### src/rtl/uart_tx_arb.sv
// uart_tx_arb: round-robin packet arbiter in front of the UART TX byte stream.
// A grant is held until the owner's last byte or MAX_BURST bytes, and a
// one-entry registered output stage sits between the requesters and the UART.
module uart_tx_arb #(
    parameter int unsigned REQ_NUM   = 4,
    parameter int unsigned DATA_W    = 8,
    parameter int unsigned MAX_BURST = 16,
    parameter int unsigned BURST_W   = $clog2(MAX_BURST + 1)
) (
    input  logic                        clk,
    input  logic                        rst,
    input  logic [REQ_NUM*DATA_W-1:0]   req_data_i,
    input  logic [REQ_NUM-1:0]          req_vld_i,
    input  logic [REQ_NUM-1:0]          req_last_i,
    output logic [REQ_NUM-1:0]          req_rdy_o,
    output logic [DATA_W-1:0]           tx_data_o,
    output logic                        tx_vld_o,
    input  logic                        tx_rdy_i,
    output logic [REQ_NUM-1:0]          grant_o,
    output logic                        busy_o
);

    localparam int unsigned PTR_W = $clog2(REQ_NUM);

    typedef enum logic {
        IDLE = 1'b0,
        LOCK = 1'b1
    } state_t;

    state_t               state;
    logic [PTR_W-1:0]     ptr;
    logic [PTR_W-1:0]     owner;
    logic [BURST_W-1:0]   beat_cnt;

    logic [PTR_W-1:0]     sel;
    logic                 found;
    logic [DATA_W-1:0]    owner_data;
    logic                 out_free;
    logic                 accept;
    logic                 last_beat;

    // Round-robin scan starting at ptr; first valid requester wins.
    always_comb begin
        found = 1'b0;
        sel   = '0;
        for (int unsigned i = 0; i < REQ_NUM; i++) begin
            logic [PTR_W-1:0] cand;
            cand = PTR_W'((32'(ptr) + i) % REQ_NUM);
            if (!found && req_vld_i[cand]) begin
                found = 1'b1;
                sel   = cand;
            end
        end
    end

    // Select the current owner's data byte from the flattened bus.
    always_comb begin
        owner_data = '0;
        for (int unsigned k = 0; k < REQ_NUM; k++) begin
            if (PTR_W'(k) == owner) begin
                owner_data = req_data_i[k*DATA_W +: DATA_W];
            end
        end
    end

    assign out_free  = !tx_vld_o || tx_rdy_i;
    assign accept    = (state == LOCK) && req_vld_i[owner] && out_free;
    assign last_beat = req_last_i[owner] || (beat_cnt == BURST_W'(MAX_BURST - 1));
    assign req_rdy_o = ((state == LOCK) && out_free) ? grant_o : '0;
    assign busy_o    = (state == LOCK) || tx_vld_o;

    // Arbitration FSM, beat counter and registered output stage.
    always_ff @(posedge clk or posedge rst) begin
        if (rst) begin
            state     <= IDLE;
            ptr       <= '0;
            owner     <= '0;
            beat_cnt  <= '0;
            grant_o   <= '0;
            tx_data_o <= '0;
            tx_vld_o  <= 1'b0;
        end else begin
            // Load on accept; otherwise drop valid once the UART takes the byte.
            if (accept) begin
                tx_data_o <= owner_data;
                tx_vld_o  <= 1'b1;
            end else if (tx_rdy_i) begin
                tx_vld_o  <= 1'b0;
            end

            case (state)
                IDLE: begin
                    if (found) begin
                        owner   <= sel;
                        grant_o <= REQ_NUM'(1) << sel;
                        state   <= LOCK;
                    end
                end
                LOCK: begin
                    if (accept) begin
                        if (last_beat) begin
                            ptr      <= (owner == PTR_W'(REQ_NUM - 1)) ? '0 : owner + 1'b1;
                            beat_cnt <= '0;
                            grant_o  <= '0;
                            state    <= IDLE;
                        end else begin
                            beat_cnt <= beat_cnt + 1'b1;
                        end
                    end
                end
                default: state <= IDLE;
            endcase
        end
    end

endmodule
### config.mk
export PLATFORM = sky130hd
export DESIGN_NAME = uart_tx_arb
export DESIGN_NICKNAME = d
export VERILOG_FILES = /design/src/rtl/uart_tx_arb.sv
export SDC_FILE = /design/constraint.sdc
export NUM_CORES = 1
export LEC_CHECK = 0
export CORE_ASPECT_RATIO = 1.5
export CORE_MARGIN = 1.5
export CORE_UTILIZATION = 42
export DETAILED_ROUTE_END_ITERATION = 8
export PLACE_DENSITY_LB_ADDON = 0.08
export SETUP_SLACK_MARGIN = 0.05
export SLEW_MARGIN = 20
export SYNTH_ARGS = -nofsm -noshare
export SYNTH_HDL_FRONTEND = slang
export SYNTH_SLANG_ARGS = --single-unit
### constraint.sdc
create_clock -name clk -period 2.15 [get_ports clk]
set_input_delay 0.645 -clock clk [delete_from_list [all_inputs] [get_ports clk]]
set_output_delay 0.645 -clock clk [all_outputs]
set_load 0.02 [all_outputs]
=== Word-level counts from Yosys, hierarchy flattened ===
Index checks and enable logic that the tools add are counted.

* $add $sub $neg: 5
* $lt $le $gt $ge: 5
* Equal/unequal tests: 8
* Shifts and indexed selects: 1
* Mux-type cells: 37
* Bitwise gates (word level): 1
* Reduce and logical (&&, ||, !) cells: 19

{| class="wikitable"
|+ Operators by type and width
! cell !! number
|-
| 2-to-1 mux 8 bit || 4
|-
| 2-to-1 mux 4 bit || 4
|-
| less-than comparator 2 x 3 -> 1 bit (second input constant) || 5
|-
| 2-to-1 mux 1 bit || 15
|-
| binary-select mux 1 bit (select 2 bit) || 6
|-
| 2-to-1 mux 2 bit || 5
|-
| one-hot mux 4 bit (2 select lines) || 1
|-
| logical AND 1 bit || 6
|-
| AND reduction 3 bit || 2
|-
| adder 5 x 1 -> 5 bit (second input constant) || 1
|-
| equality test 5 x 4 -> 1 bit (second input constant) || 1
|-
| 2-to-1 mux 5 bit || 1
|-
| adder 2 x 1 -> 2 bit (second input constant) || 2
|-
| adder 2 bit (second input constant) || 2
|-
| equality test 2 bit (first input constant) || 2
|-
| logical NOT 1 bit || 4
|-
| inequality test 2 x 1 -> 1 bit (second input constant) || 2
|-
| AND reduction 2 bit || 2
|-
| << shifter 1 x 2 -> 4 bit (first input constant) || 1
|-
| logical OR 1 bit || 3
|-
| equality test 1 x 2 -> 1 bit (first input constant) || 1
|-
| equality test 2 bit (second input constant) || 1
|-
| logical NOT 2 bit || 1
|-
| inequality test 2 bit (second input constant) || 1
|-
| 3 further kinds || 3
|}

* Bits in registers: 23
* Bits of input ports: 43
* Output and inout port bits: 18
* Word-level logic and storage cells: 83

=== Logic depth before layout (Yosys ltp) ===
* Depth after elaboration: 15
* Depth in mapped cells: 8
* Depth with buffers taken out: 6

=== Worst setup path after synthesis ===
Ideal clock, no wire load.

* Path kind: in2reg
* From: input req_last_i[3]
* To: register ptr[0]
* Library setup time: 0.125 ns
* Arrival: 1.848 ns
* Required time: 2.025 ns
* Path slack: 0.177 ns
* Stages on the path: 5
* Path buffers: 1
* Path through: mux4_2 or2_4 nor2b_4 buf_6 mux2_4

* Longest elaborated chain between the ends: 4

{| class="wikitable"
|+ RTL lines
! element !! RTL line !! text
|-
| start, declared || 14 || <nowiki>input logic [REQ_NUM-1:0] req_last_i,</nowiki>
|-
| binary-select mux 1 bit (select 2 bit) || 68 || <nowiki>assign last_beat = req_last_i[owner] || (beat_cnt == BURST_W'(MAX_BURST - 1));</nowiki>
|-
| 2-to-1 mux 1 bit (implied by the code) || 68 ||
|-
| logical OR 1 bit || 68 ||
|-
| AND reduction 3 bit (no source line) || -- ||
|-
| end signal, assigned || 102 || <nowiki>ptr <= (owner == PTR_W'(REQ_NUM - 1)) ? '0 : owner + 1'b1;</nowiki>
|-
| end, declared || 31 || <nowiki>logic [PTR_W-1:0] ptr;</nowiki>
|}

No other way between the ends. The select of a mux whose other input is x is not followed.
A chain may end at the register's enable or synchronous reset.

=== Final worst setup path ===
* From: input req_last_i[3]
* To: register beat_cnt[3]

* Longest elaborated chain between the ends: 4

{| class="wikitable"
|+ RTL lines
! element !! RTL line !! text
|-
| binary-select mux 1 bit (select 2 bit) || 68 ||
|-
| 2-to-1 mux 1 bit (implied by the code) || 68 ||
|-
| logical OR 1 bit || 68 ||
|-
| 2-to-1 mux 5 bit || 101 || <nowiki>if (last_beat) begin</nowiki>
|-
| end signal, assigned || 107 || <nowiki>beat_cnt <= beat_cnt + 1'b1;</nowiki>
|-
| end, declared || 33 || <nowiki>logic [BURST_W-1:0] beat_cnt;</nowiki>
|}

No other way between the ends. The select of a mux whose other input is x is not followed.

==> flow_summary.yaml <==
outcome:
  status: "completed"
timing:
  finalSetupViolations: 0
  final_hold_viol_count: 0
  rsz0062_at_grt: "no"
  slew_viol_final: 0
  tightest_slew_ps: 588.5
  tns_ps: 0
  finalClockSkew_ps: 0.6913
  slew-limit-headroom_pct: 60.77
  period_needed_ps: 2051
  finalWorstSetupSlack_ps: 98.74
  fmax_ghz: 0.4875
  fin_crit_sh_pct: 95.41
finish:
  drive_gt1_share_pct: 15.25
  fin_cells: 263
  post-route-util_pct: 68.98
  final_cell_mix: "clkdlybuf4s50_1 (54), dfrtp_1 (23), nand2_1 (20), buf_4 (17), inv_1 (15)"
  nFillCells: 267
  n_antenna_cell: 0
  final_common_cell: "clkdlybuf4s50_1"
  fin_nets: 273
  area_growth_pct: 53.76
setup_path:
  crit_chain: "clkdlybuf4s50_1 -> mux4_2 -> or2_4 -> or2_4 -> o31ai_2"
  crit_top_cell: "or2_4"
  crit_type: "in2reg"
  endpoint_kind: "flop"
  startpoint_type: "input pin"
  critPathArrivalTime_ps: 2220
  r2r_end: "beat_cnt[3]$_DFFE_PP0P_"
  slowest_stage: "mux4_2"
  max_stage_delay_ps: 470
  regToRegSetupSlack_ps: 310
  path_max_fanout: 5
  regToRegStartpoint: "owner[0]$_DFFE_PP0P_"
  ff2ff_path_depth: 4
  required_ps: 2320
hold_path:
  hold_start: "beat_cnt[4]$_DFFE_PP0P_"
  hold_end: "beat_cnt[4]$_DFFE_PP0P_"
  hold_path_depth: 2
  hold_class: "reg2reg"
clock_network:
  clock-sinks: 23
  htree_levels: 1
  clk_pin_slew_ps: 80
  clock-root-buffer: "clkbuf_8"
  clock_latency_ps: 260
  cts_tree: "done"
  cts.path.max_buffers: 2
  ctsHoldBuffers: 0
  numCtsBuffers: 3
route:
  wl_per_cell_um: 14.51
  drt-met1-wl_mm: 1.389
  dr_wl_met3_um: 114
  routed_via_density: 5.388
  finalWirelength_mm: 3.817
  drt_iter0_drc: 25
  route.detailed.drc: 0
  drt_pass1_iterations: 4
  wl_met2_mm: 2.297
  antenna_left: 0
  dr.max_layer_used: "met4"
  via_count: 1417
global_routing:
  grt_pass1_wl_mm: 6.285
  grt_use_total_pct: 21.97
  first_global_vias: 1437
  antenna_found_initial: 0
  grt_max_degree: 24
  overflow: 0
placement:
  dp_hpwl_mm: 3.085
  placed_cells: 258
  dp_slack_ps: -671.6
  gp_congestion: 0.7748
  io_buffers: 60
logic_synthesis:
  synthDistinctLibCells: 34
  avgSynthCellArea_um2: 9.355
  synth_seq_cells: 23
  synth_top_family_by_area: "compound AO/OA/AOI/OAI gates"
  async_reset_ff_share_pct: 100.0
  syn_area_um2: 1431
  synth_compound_area_share_pct: 26.22
  yosysWarnings: 0
  muxShareOfSynthArea_pct: 5.507
  seq_area_frac_synth_pct: 40.21
  synthAdderAreaFrac_pct: 5.245
  syn-num-nets: 202
  synth_edf_count: 0
  ys.flop_type: "dfrtp_1"
  synthCells: 153
  yosys.area_share.simple_pct: 15.91
  synth_xor_area_share_pct: 0
flow_run:
  maxCapViolations: 0
floorplan:
  num_io_pins: 61
  rows: 25
  die_x_um: 50.67
  coreArea_um2: 3191
  dieHeight_um: 74.50
  initial_utilization_pct: 44.86
  die_area_um2: 3775
power:
  total_power_mw: 2.696
  peakVddDrop_uv: 775.7
  power_density_nw_per_um2: 1225
  power.leakage_nw: 1.002
==> what timing repair did <==
item	CTS	global route
buffers inserted	1	0
resized for setup	25	1
setup endpoints to repair	5	1
==> cells in the mapped netlist, types with 2 or more instances <==
library cell	count	area (um2)
dfrtp_1	23	575.6
nand2_1	20	75.07
inv_1	15	56.30
o21ai_0	14	70.07
a21oi_1	12	60.06
a22oi_1	8	60.06
a221o_1	7	70.07
clkbuf_1	7	26.28
ha_1	6	75.07
and3_1	5	31.28
o32ai_1	5	43.79
nand2b_1	4	25.02
nor2b_1	3	18.77
mux2_4	2	30.03
nor2_1	2	7.510
or2_2	2	12.51
==> layer usage <==
| metal | track usage, % | vias up |
|---|---|---|
| li1 | - | 695 |
| met1 | 21.54 | 681 |
| met2 | 46.78 | 39 |
| met3 | 2.209 | 2 |
| met4 | 6.306 | 0 |
| met5 | 0 | - |
==> through the flow <==
step | hold slack, ps | cell area [um2]
after floorplan | 449.8 | 1431
after global placement | 466.0 | 2145
after detailed placement | 470.5 | 2145
after CTS | 488.4 | 2198
after global routing | 516.0 | 2201
final | 480.9 | 2201
==> area by class of cell <==
cell class | instances | area, um2 | share of cell area (%)
Clock buffer | 4 | 45.04 | 2.047
Inverter | 15 | 56.30 | 2.558
Multi-Input combinational cell | 106 | 772.0 | 35.08
Sequential cell | 23 | 575.6 | 26.15
Tap cell | 40 | 50.05 | 2.274
Timing Repair Buffer | 75 | 701.9 | 31.89
==> critical path, delay by kind of cell <==
kind,cells,cell delay [ps]
mux,1,470
simple gates,2,500
buf+inv,1,390
compound gates,1,210
==> logic make-up (layout without fill, tap and decap cells) <==
family,count (synthesis),in the layout
AOI/OAI and AO/OA,54,54
adders and majority gates,6,6
muxes,4,4
and+or+nand+nor,42,42
DFF,23,23
buffers and inverters,24,94
==> registers in the layout, indices dropped and copies added, names as in the netlist <==
signal,flops
grant_o,4
beat_cnt,5
tx_vld_o,1
tx_data_o,8
owner,2
state,1
ptr,2
==> worst max-delay path by stage <==
stage	startpoint	endpoint	slack, ps
6_report	req_last_i[3]	beat_cnt[3]$_DFFE_PP0P_	100
5_1_grt	req_vld_i[1]	tx_data_o[7]$_DFFE_PP0P_	70
4_1_cts	req_last_i[2]	beat_cnt[3]$_DFFE_PP0P_	60
3_5_place_dp	tx_rdy_i	req_rdy_o[0]	-670
3_3_place_gp	tx_rdy_i	req_rdy_o[2]	-620
2_1_floorplan	req_last_i[3]	ptr[0]$_DFFE_PP0P_	180
==> power breakdown <==
part | switching, mW | internal (mW)
logic | 0.802 | 0.839
registers | 0.177 | 0.616
clock network | 0.131 | 0.132
(Power assumes the default switching activity.)
